### config.mk
export PLATFORM = sky130hd
export DESIGN_NAME = zynet_argmax
export DESIGN_NICKNAME = d
export VERILOG_FILES = /design/src/rtl/zynet_argmax.sv
export SDC_FILE = /design/constraint.sdc
export NUM_CORES = 1
export LEC_CHECK = 0
export ABC_CLOCK_PERIOD_IN_PS = 6740
export CORE_MARGIN = 2
export CORE_UTILIZATION = 45
export CTS_BUF_LIST = sky130_fd_sc_hd__clkbuf_8 sky130_fd_sc_hd__clkbuf_16
export CTS_CLUSTER_SIZE = 28
export DETAILED_ROUTE_END_ITERATION = 10
export PLACE_DENSITY_LB_ADDON = 0.12
export SLEW_MARGIN = 20
export SYNTH_ARGS = -nofsm -noshare
export SYNTH_HDL_FRONTEND = slang
export SYNTH_SLANG_ARGS = --single-unit
### constraint.sdc
create_clock -name clk_i -period 6.74 [get_ports clk_i]
set_input_delay 1.348 -clock clk_i [delete_from_list [all_inputs] [get_ports clk_i]]
set_output_delay 1.348 -clock clk_i [all_outputs]
set_load 0.01 [all_outputs]
### src/rtl/zynet_argmax.sv
// zynet_argmax: top-1 classifier for the zyNet score vector.
// Captures the whole vector in one cycle, then scans it one word per cycle while tracking the
// best and second-best signed scores. The result is presented on a valid/ready handshake.
module zynet_argmax #(
  parameter int unsigned OUTPUT_SIZE = 10,
  parameter int unsigned WORD_SIZE   = 16,
  parameter int unsigned IDX_W       = $clog2(OUTPUT_SIZE)
) (
  input  logic                                  clk_i,
  input  logic                                  reset_i,
  input  logic                                  valid_i,
  output logic                                  yumi_o,
  input  logic [OUTPUT_SIZE-1:0][WORD_SIZE-1:0] data_i,
  output logic                                  valid_o,
  input  logic                                  ready_i,
  output logic [IDX_W-1:0]                      class_o,
  output logic [WORD_SIZE-1:0]                  score_o,
  output logic [WORD_SIZE-1:0]                  margin_o
);

  typedef enum logic [1:0] {StIdle, StScan, StDone} state_e;

  localparam logic signed [WORD_SIZE-1:0] MinScore  = {1'b1, {(WORD_SIZE-1){1'b0}}};
  localparam logic [WORD_SIZE:0]          MaxMargin = {2'b00, {(WORD_SIZE-1){1'b1}}};
  localparam logic [IDX_W-1:0]            LastIdx   = IDX_W'(OUTPUT_SIZE - 1);

  state_e                                state_q;
  logic [OUTPUT_SIZE-1:0][WORD_SIZE-1:0] vec_q;
  logic signed [WORD_SIZE-1:0]           best_q, best_d;
  logic signed [WORD_SIZE-1:0]           second_q, second_d;
  logic signed [WORD_SIZE-1:0]           cur;
  logic [IDX_W-1:0]                      idx_q;
  logic [IDX_W-1:0]                      cls_q, cls_d;
  logic [WORD_SIZE:0]                    diff;
  logic [WORD_SIZE-1:0]                  margin_d;

  // Upstream is released the same cycle the vector is captured.
  always_comb begin
    yumi_o = valid_i && (state_q == StIdle);
  end

  // Top-2 update for the current element plus the saturated margin of the updated pair.
  always_comb begin
    cur      = vec_q[idx_q];
    best_d   = best_q;
    second_d = second_q;
    cls_d    = cls_q;
    // Strict compare keeps the lowest index on ties; an equal later value becomes second.
    if (cur > best_q) begin
      second_d = best_q;
      best_d   = cur;
      cls_d    = idx_q;
    end else if (cur > second_q) begin
      second_d = cur;
    end
    // One extra bit so best - second never wraps; the result is always non-negative.
    diff     = {best_d[WORD_SIZE-1], best_d} - {second_d[WORD_SIZE-1], second_d};
    margin_d = (diff > MaxMargin) ? {1'b0, {(WORD_SIZE-1){1'b1}}} : diff[WORD_SIZE-1:0];
  end

  // Control FSM with registered result outputs.
  always_ff @(posedge clk_i) begin
    if (reset_i) begin
      state_q  <= StIdle;
      vec_q    <= '0;
      best_q   <= '0;
      second_q <= '0;
      cls_q    <= '0;
      idx_q    <= '0;
      valid_o  <= 1'b0;
      class_o  <= '0;
      score_o  <= '0;
      margin_o <= '0;
    end else begin
      case (state_q)
        StIdle: begin
          if (valid_i) begin
            vec_q    <= data_i;
            best_q   <= data_i[0];
            second_q <= MinScore;
            cls_q    <= '0;
            idx_q    <= IDX_W'(1);
            state_q  <= StScan;
          end
        end
        StScan: begin
          best_q   <= best_d;
          second_q <= second_d;
          cls_q    <= cls_d;
          idx_q    <= idx_q + 1'b1;
          if (idx_q == LastIdx) begin
            valid_o  <= 1'b1;
            class_o  <= cls_d;
            score_o  <= best_d;
            margin_o <= margin_d;
            state_q  <= StDone;
          end
        end
        StDone: begin
          if (ready_i) begin
            valid_o <= 1'b0;
            state_q <= StIdle;
          end
        end
        default: begin
          state_q <= StIdle;
        end
      endcase
    end
  end

endmodule

==> flow_summary.ini, run 1 <==
[power_and_ir_drop]
p_leak_nw = 5.87
p_switching_mw = 1.47
pwr-share-comb = 0.328
seqPwrFrac = 0.348
pwr-share-clk = 0.323
ir_drop_mv = 0.202
powerDensity_nw_per_um2 = 295
netSwitchingFraction = 0.330
p_int_mw = 2.98

[floorplan]
die_y_um = 165
rows = 58
die_w_um = 165
start_util = 0.461
die_area_um2 = 27200
core_um2 = 25300
ios = 202

[clock_network]
cts_buffers = 26
cts_tree = yes
root_buffer = clkbuf_16
cts.sinks = 239
worstSkewPairLatency_ns = 0.55
htreeDepth = 1
cts.clk_slew.worst_paths_ns = 0.06
clock_path_buffers = 3

[synth]
netlist_instances = 1387
yosysUniqueCellTypes = 61
synth_nets = 1602
synth_area_um2 = 11700
synthTopCellsByArea = dfxtp_1, nand2_1, a21oi_1
yosys.area.top_type = dfxtp_1
synth.avg_cell_area_um2 = 8.42
yosysSeqAreaShare = 0.410
yosys_warnings = 0
netlist.area_leader.share = 0.410
async_reset_ff_frac = 0
ys.flop_type = dfxtp_1
synth-edff-count = 0
synth_most_common_cell = nand2_1
ys_seq_elements = 239
synth_commonest_cells = nand2_1, dfxtp_1, a21oi_1, nor2_1, clkbuf_1

[critical_path]
required_ns = 7.19
crit_fanout = 21
crit_path_end_kind = flip-flop
startpoint_type = flip-flop
crit_type = reg2reg
slowest_delay_ns = 0.60
timing.reg2reg.setup_slack_ns = 0.53
cpMostUsedCell = buf_4
crit_slowest_cell = mux4_2
crit_arrival_ns = 6.66
crit_path_cell_trace = buf_4 -> mux4_2 -> a22oi_1 -> o21ai_0 -> ha_1 -> nand3_1 -> nor3_1 -> o21ai_0 -> a222oi_1 -> buf_4 -> buf_4 -> nand2_1 -> o21ai_1 -> ha_1 -> inv_1 -> fa_1 -> a21o_1 -> a221oi_1 -> nor2_1 -> o2111ai_1 -> a21oi_1 -> mux2_2 -> a311oi_1

[placed_design]
io_buffer_count = 201
gp_congestion = 0.939
pre_cts_ws_ns = 0.260
dp_cells = 1881
place_area_um2 = 14200
hpwl_um = 26700

[grt]
grt_pass1_vias = 10100
track_usage = 0.265
grt_pass1_wl_um = 55900
grt_max_degree = 116
grt.overflow.total = 0
antenna_found_initial = 4

[routing]
drc = 0
drtPass1Iterations = 6
vias = 10600
drt_iter0_drc = 881
drtAntennaViolNets = 0
wirelength_um = 36100
avgViaCountPerCell = 5.51
routedWlPerCell_um = 18.7

[final_layout]
drive_above_1_share = 0.108
antennaDiodeCount = 0
fin_area_um2 = 15100
final_nets = 1795
instances_no_fill = 1930
area_growth_pct = 29.1

[sta]
worst_slew_pin_slew_ns = 1.05
tns_ns = 0
holdWs_ns = 0.454
fmax_mhz = 161
worst_slack_ns = 0.526
period_share = 0.922
rsz0062_at_grt = no
slew_violations = 0
fin_worst_skew_ns = 0.00964
relSlewSlack = 0.298
finalHoldViolCount = 0
setup_violations = 0
layout_min_cycle_time_ns = 6.21

[job]
cap_violations = 0

[worst_hold_path]
hold_class = reg2reg

[run_status]
status = finished, final reports clean
==> placed cells by master (no fill, tap or decap), types with 10 or more instances in the layout <==
master	n
nand2_1	336
dfxtp_1	237
clkdlybuf4s50_1	200
a21oi_1	199
nor2_1	74
inv_1	60
buf_4	59
ha_1	50
mux2i_1	36
mux4_2	31
o21ai_0	28
a211oi_1	28
clkbuf_16	27
a22oi_1	19
and3_1	18
o22ai_1	17
mux2_2	16
a21boi_0	16
a311oi_1	15
a221o_1	10
==> flip-flops by register name, indices dropped and copies added, names as in the netlist <==
name	flops
second_q	16
class_o	4
cls_q	4
vec_q	160
idx_q	4
valid_o	1
state_q	2
margin_o	16
score_o	16
best_q	16
==> cell type report <==
class / count / area [µm²]
Timing Repair Buffer: 264 / 2500
Inverter: 56 / 213
Clock inverter: 15 / 130
Sequential cell: 239 / 4790
Fill cell: 2241 / 10200
Clock buffer: 33 / 758
Tap cell: 330 / 413
Multi-Input combinational cell: 993 / 6270
==> critical path: cells and delay by family (launching register included) <==
kind | cells | cell delay (ns)
simple gates | 4 | 0.55
fa+ha+maj | 3 | 1.01
flops | 1 | 0.55
compound gates | 10 | 2.27
buf+inv | 4 | 0.70
mux | 2 | 1.00
==> path summary, 6_finish.rpt <==
path / start / end / depth (start not counted)
max reg2reg: idx_q[0]$_SDFFE_PP0P_ / margin_o[4]$_SDFFE_PP0P_ / 23
min: vec_q[14]$_SDFFE_PP0P_ / vec_q[14]$_SDFFE_PP0P_ / 2
max: idx_q[0]$_SDFFE_PP0P_ / margin_o[4]$_SDFFE_PP0P_ / 23
min reg2reg: vec_q[14]$_SDFFE_PP0P_ / vec_q[14]$_SDFFE_PP0P_ / 2
==> cells by family (layout without fill, tap and decap cells) <==
family,Yosys count,count (layout),synth area share
simple gates,471,471,0.164
compound gates,376,376,0.200
flops,239,239,0.410
buf+inv,155,368,0.0547
mux,84,84,0.108
fa+ha+maj,51,51,0.0553
xor+xnor,11,11,0.00825
==> through the flow <==
| step | utilization | total power [mW] |
|---|---|---|
| after detailed placement | 0.559 | 3.02 |
| after global routing | 0.595 | 4.67 |
| after CTS | 0.594 | 4.46 |
| after global placement | 0.559 | 3.01 |
| final | 0.595 | 4.45 |
| after floorplan | - | 2.51 |
==> power by group through the flow <==
stage / Clock [mW] / Combinational (mW) / Sequential [mW]
floorplan: 0 / 0.963 / 1.55
global placement: 0 / 1.43 / 1.58
detailed placement: 0 / 1.44 / 1.58
CTS: 1.46 / 1.44 / 1.55
global route: 1.52 / 1.59 / 1.56
finish: 1.44 / 1.46 / 1.55
==> layer usage <==
layer,global-route usage,vias to the layer above,wire length [µm]
li1,-,5236,-
met1,0.367,4980,16000
met2,0.422,335,16800
met3,0.0447,72,2230
met4,0.0818,6,1030
met5,0,-,41
==> repair_timing <==
item,4_1_cts,5_1_grt
endpoints found under the setup margin,0,15
hold buffers,0,0
buffers inserted,0,1
gates resized for setup,0,3
Power figures use the tool's default switching activity.
==> run 2: changes to the inputs <==
- GPL_ROUTABILITY_DRIVEN: not set -> 0
==> run 2 against run 1 <==
First-iteration DRC count shrank 5.1%. Worst hold slack lost 0.0023 ns. Power shrank 1.2%. Maximum frequency shrank 1.2%. Combinational power shrank 5%. Largest cell class unchanged. Largest power group unchanged. Highest routed layer is now met4.
==> flow_summary.ini, run 2 (synthesis results as in run 1) <==
[run_status]
status = finished, final reports clean

[critical_path]
crit_path_cell_trace = mux4_2 -> a22oi_1 -> o21ai_1 -> ha_1 -> a21oi_1 -> a21oi_1 -> a2111oi_1 -> o211ai_2 -> mux2i_4 -> buf_4 -> mux2_2 -> mux2i_1 -> ha_1 -> a21o_1 -> a221oi_1 -> nor2_1 -> o2111ai_1 -> a21oi_1 -> mux2_2 -> a311oi_1
crit_path_end_kind = flip-flop
r2r_cells = 20
crit_arrival_ns = 6.73
cpMostUsedCell = a21oi_1
crit_fanout = 16
required_ns = 7.18
startpoint_type = flip-flop
crit_slowest_cell = mux4_2
slowest_delay_ns = 0.57
crit_type = reg2reg

[grt]
grt.overflow.total = 0
grt_use_met3 = 0.0480
grt_pass1_vias = 10100
busiest_layer = met2
met1_usage = 0.344
antenna_found_initial = 2
grt_max_degree = 94
track_usage = 0.258
grtUsageMet2 = 0.410
grt_pass1_wl_um = 54500

[routing]
drc = 0
vias = 10600
routedWlPerCell_um = 18.7
drtAntennaViolNets = 0
drt_iter0_drc = 836
drtPass1Iterations = 7
wirelength_um = 35700
avgViaCountPerCell = 5.55

[floorplan]
die_area_um2 = 27200
rows = 58
ios = 202
start_util = 0.461
die_y_um = 165
core_um2 = 25300
die_w_um = 165

[final_layout]
area_growth_pct = 28.1
drive_above_1_share = 0.0975
largest_reg_flops = 160
final_common_cell = nand2_1
final_nets = 1777
mostFrequentLayoutCells = nand2_1, dfxtp_1, clkdlybuf4s50_1, a21oi_1, nor2_1
regMostFlops = vec_q
fin_area_um2 = 15000

[clock_network]
clock_path_buffers = 3
cts.sinks = 239
root_buffer = clkbuf_16
cts_tree = yes
cts.clk_slew.worst_paths_ns = 0.06
worstSkewPairLatency_ns = 0.55
cts_buffers = 26
htreeDepth = 1
cts_hold_buf = 0

[sta]
fmax_mhz = 159
setup_violations = 0
holdWs_ns = 0.452
relSlewSlack = 0.214
slew_violations = 0
finalHoldViolCount = 0
worst_slew_pin_slew_ns = 1.17
rsz0062_at_grt = no
layout_min_cycle_time_ns = 6.29
period_share = 0.933
fin_worst_skew_ns = 0.0139
tns_ns = 0

[power_and_ir_drop]
ir_drop_mv = 0.192
powerDensity_nw_per_um2 = 294
p_leak_nw = 5.79

[placed_design]
io_buffer_count = 201
hpwl_um = 26400
place_area_um2 = 14100

[worst_hold_path]
hold_class = reg2reg
hold_depth = 2

[job]
cap_violations = 0
## run 2: cell types whose count changed in the layout (fill, tap and decap cells not counted), sizes merged
cell,before,now
diode,0,1
inv,62,61
bufinv,1,2
clkinvlp,3,1
buf,64,46
## run 2: worst paths after layout
kind	end	start	slack, ns
worst max register to register	margin_o[12]$_SDFFE_PP0P_	idx_q[0]$_SDFFE_PP0P_	0.45
worst min register to register	vec_q[141]$_SDFFE_PP0P_	vec_q[141]$_SDFFE_PP0P_	0.45
worst min-delay path	vec_q[141]$_SDFFE_PP0P_	vec_q[141]$_SDFFE_PP0P_	0.45
worst max-delay path	margin_o[12]$_SDFFE_PP0P_	idx_q[0]$_SDFFE_PP0P_	0.45
## run 2: power breakdown
group	leakage, nW	internal (mW)	switching (mW)
Sequential	1.96	1.49	0.0609
Clock	0.452	0.860	0.591
Combinational	3.38	0.615	0.778
Total	5.79	2.96	1.43
## run 2: critical path: cells and delay by family (launching register included)
family	cells	cell delay, ns
AO/OA/AOI/OAI	11	2.80
flip-flops	1	0.55
multiplexers	5	1.70
adder cells (fa/ha/maj)	2	0.68
buffers and inverters	1	0.29
AND/OR/NAND/NOR	1	0.14
## run 2: layer usage
layer,routed length (µm),vias to the layer above
met3,2350,84
met1,15400,4954
met2,16400,356
met4,1560,0
li1,-,5204
met5,0,-
## run 2: metrics by stage
step	power [mW]	worst slack (ns)	cells	util
floorplan	2.51	0.397	1387	-
CTS	4.41	0.281	1909	0.590
global route	4.62	0.0115	1910	0.591
finish	4.39	0.453	1911	0.591
detailed placement	2.95	0.336	1863	0.555
global placement	2.94	0.533	1863	0.555
## run 2: layout make-up
type	count	area, µm²
fillers	2304	10400
clock buffers	33	747
flip-flops and latches	239	4790
clock inverters	13	141
diodes	1	2.50
multi-input cells	993	6270
repair buffers	246	2380
inverters	56	213
well taps	330	413
## run 2: what timing repair did
item / in CTS / in global routing
setup buffers: 0 / 1
setup endpoints to repair: 0 / 15
resized for setup: 0 / 4
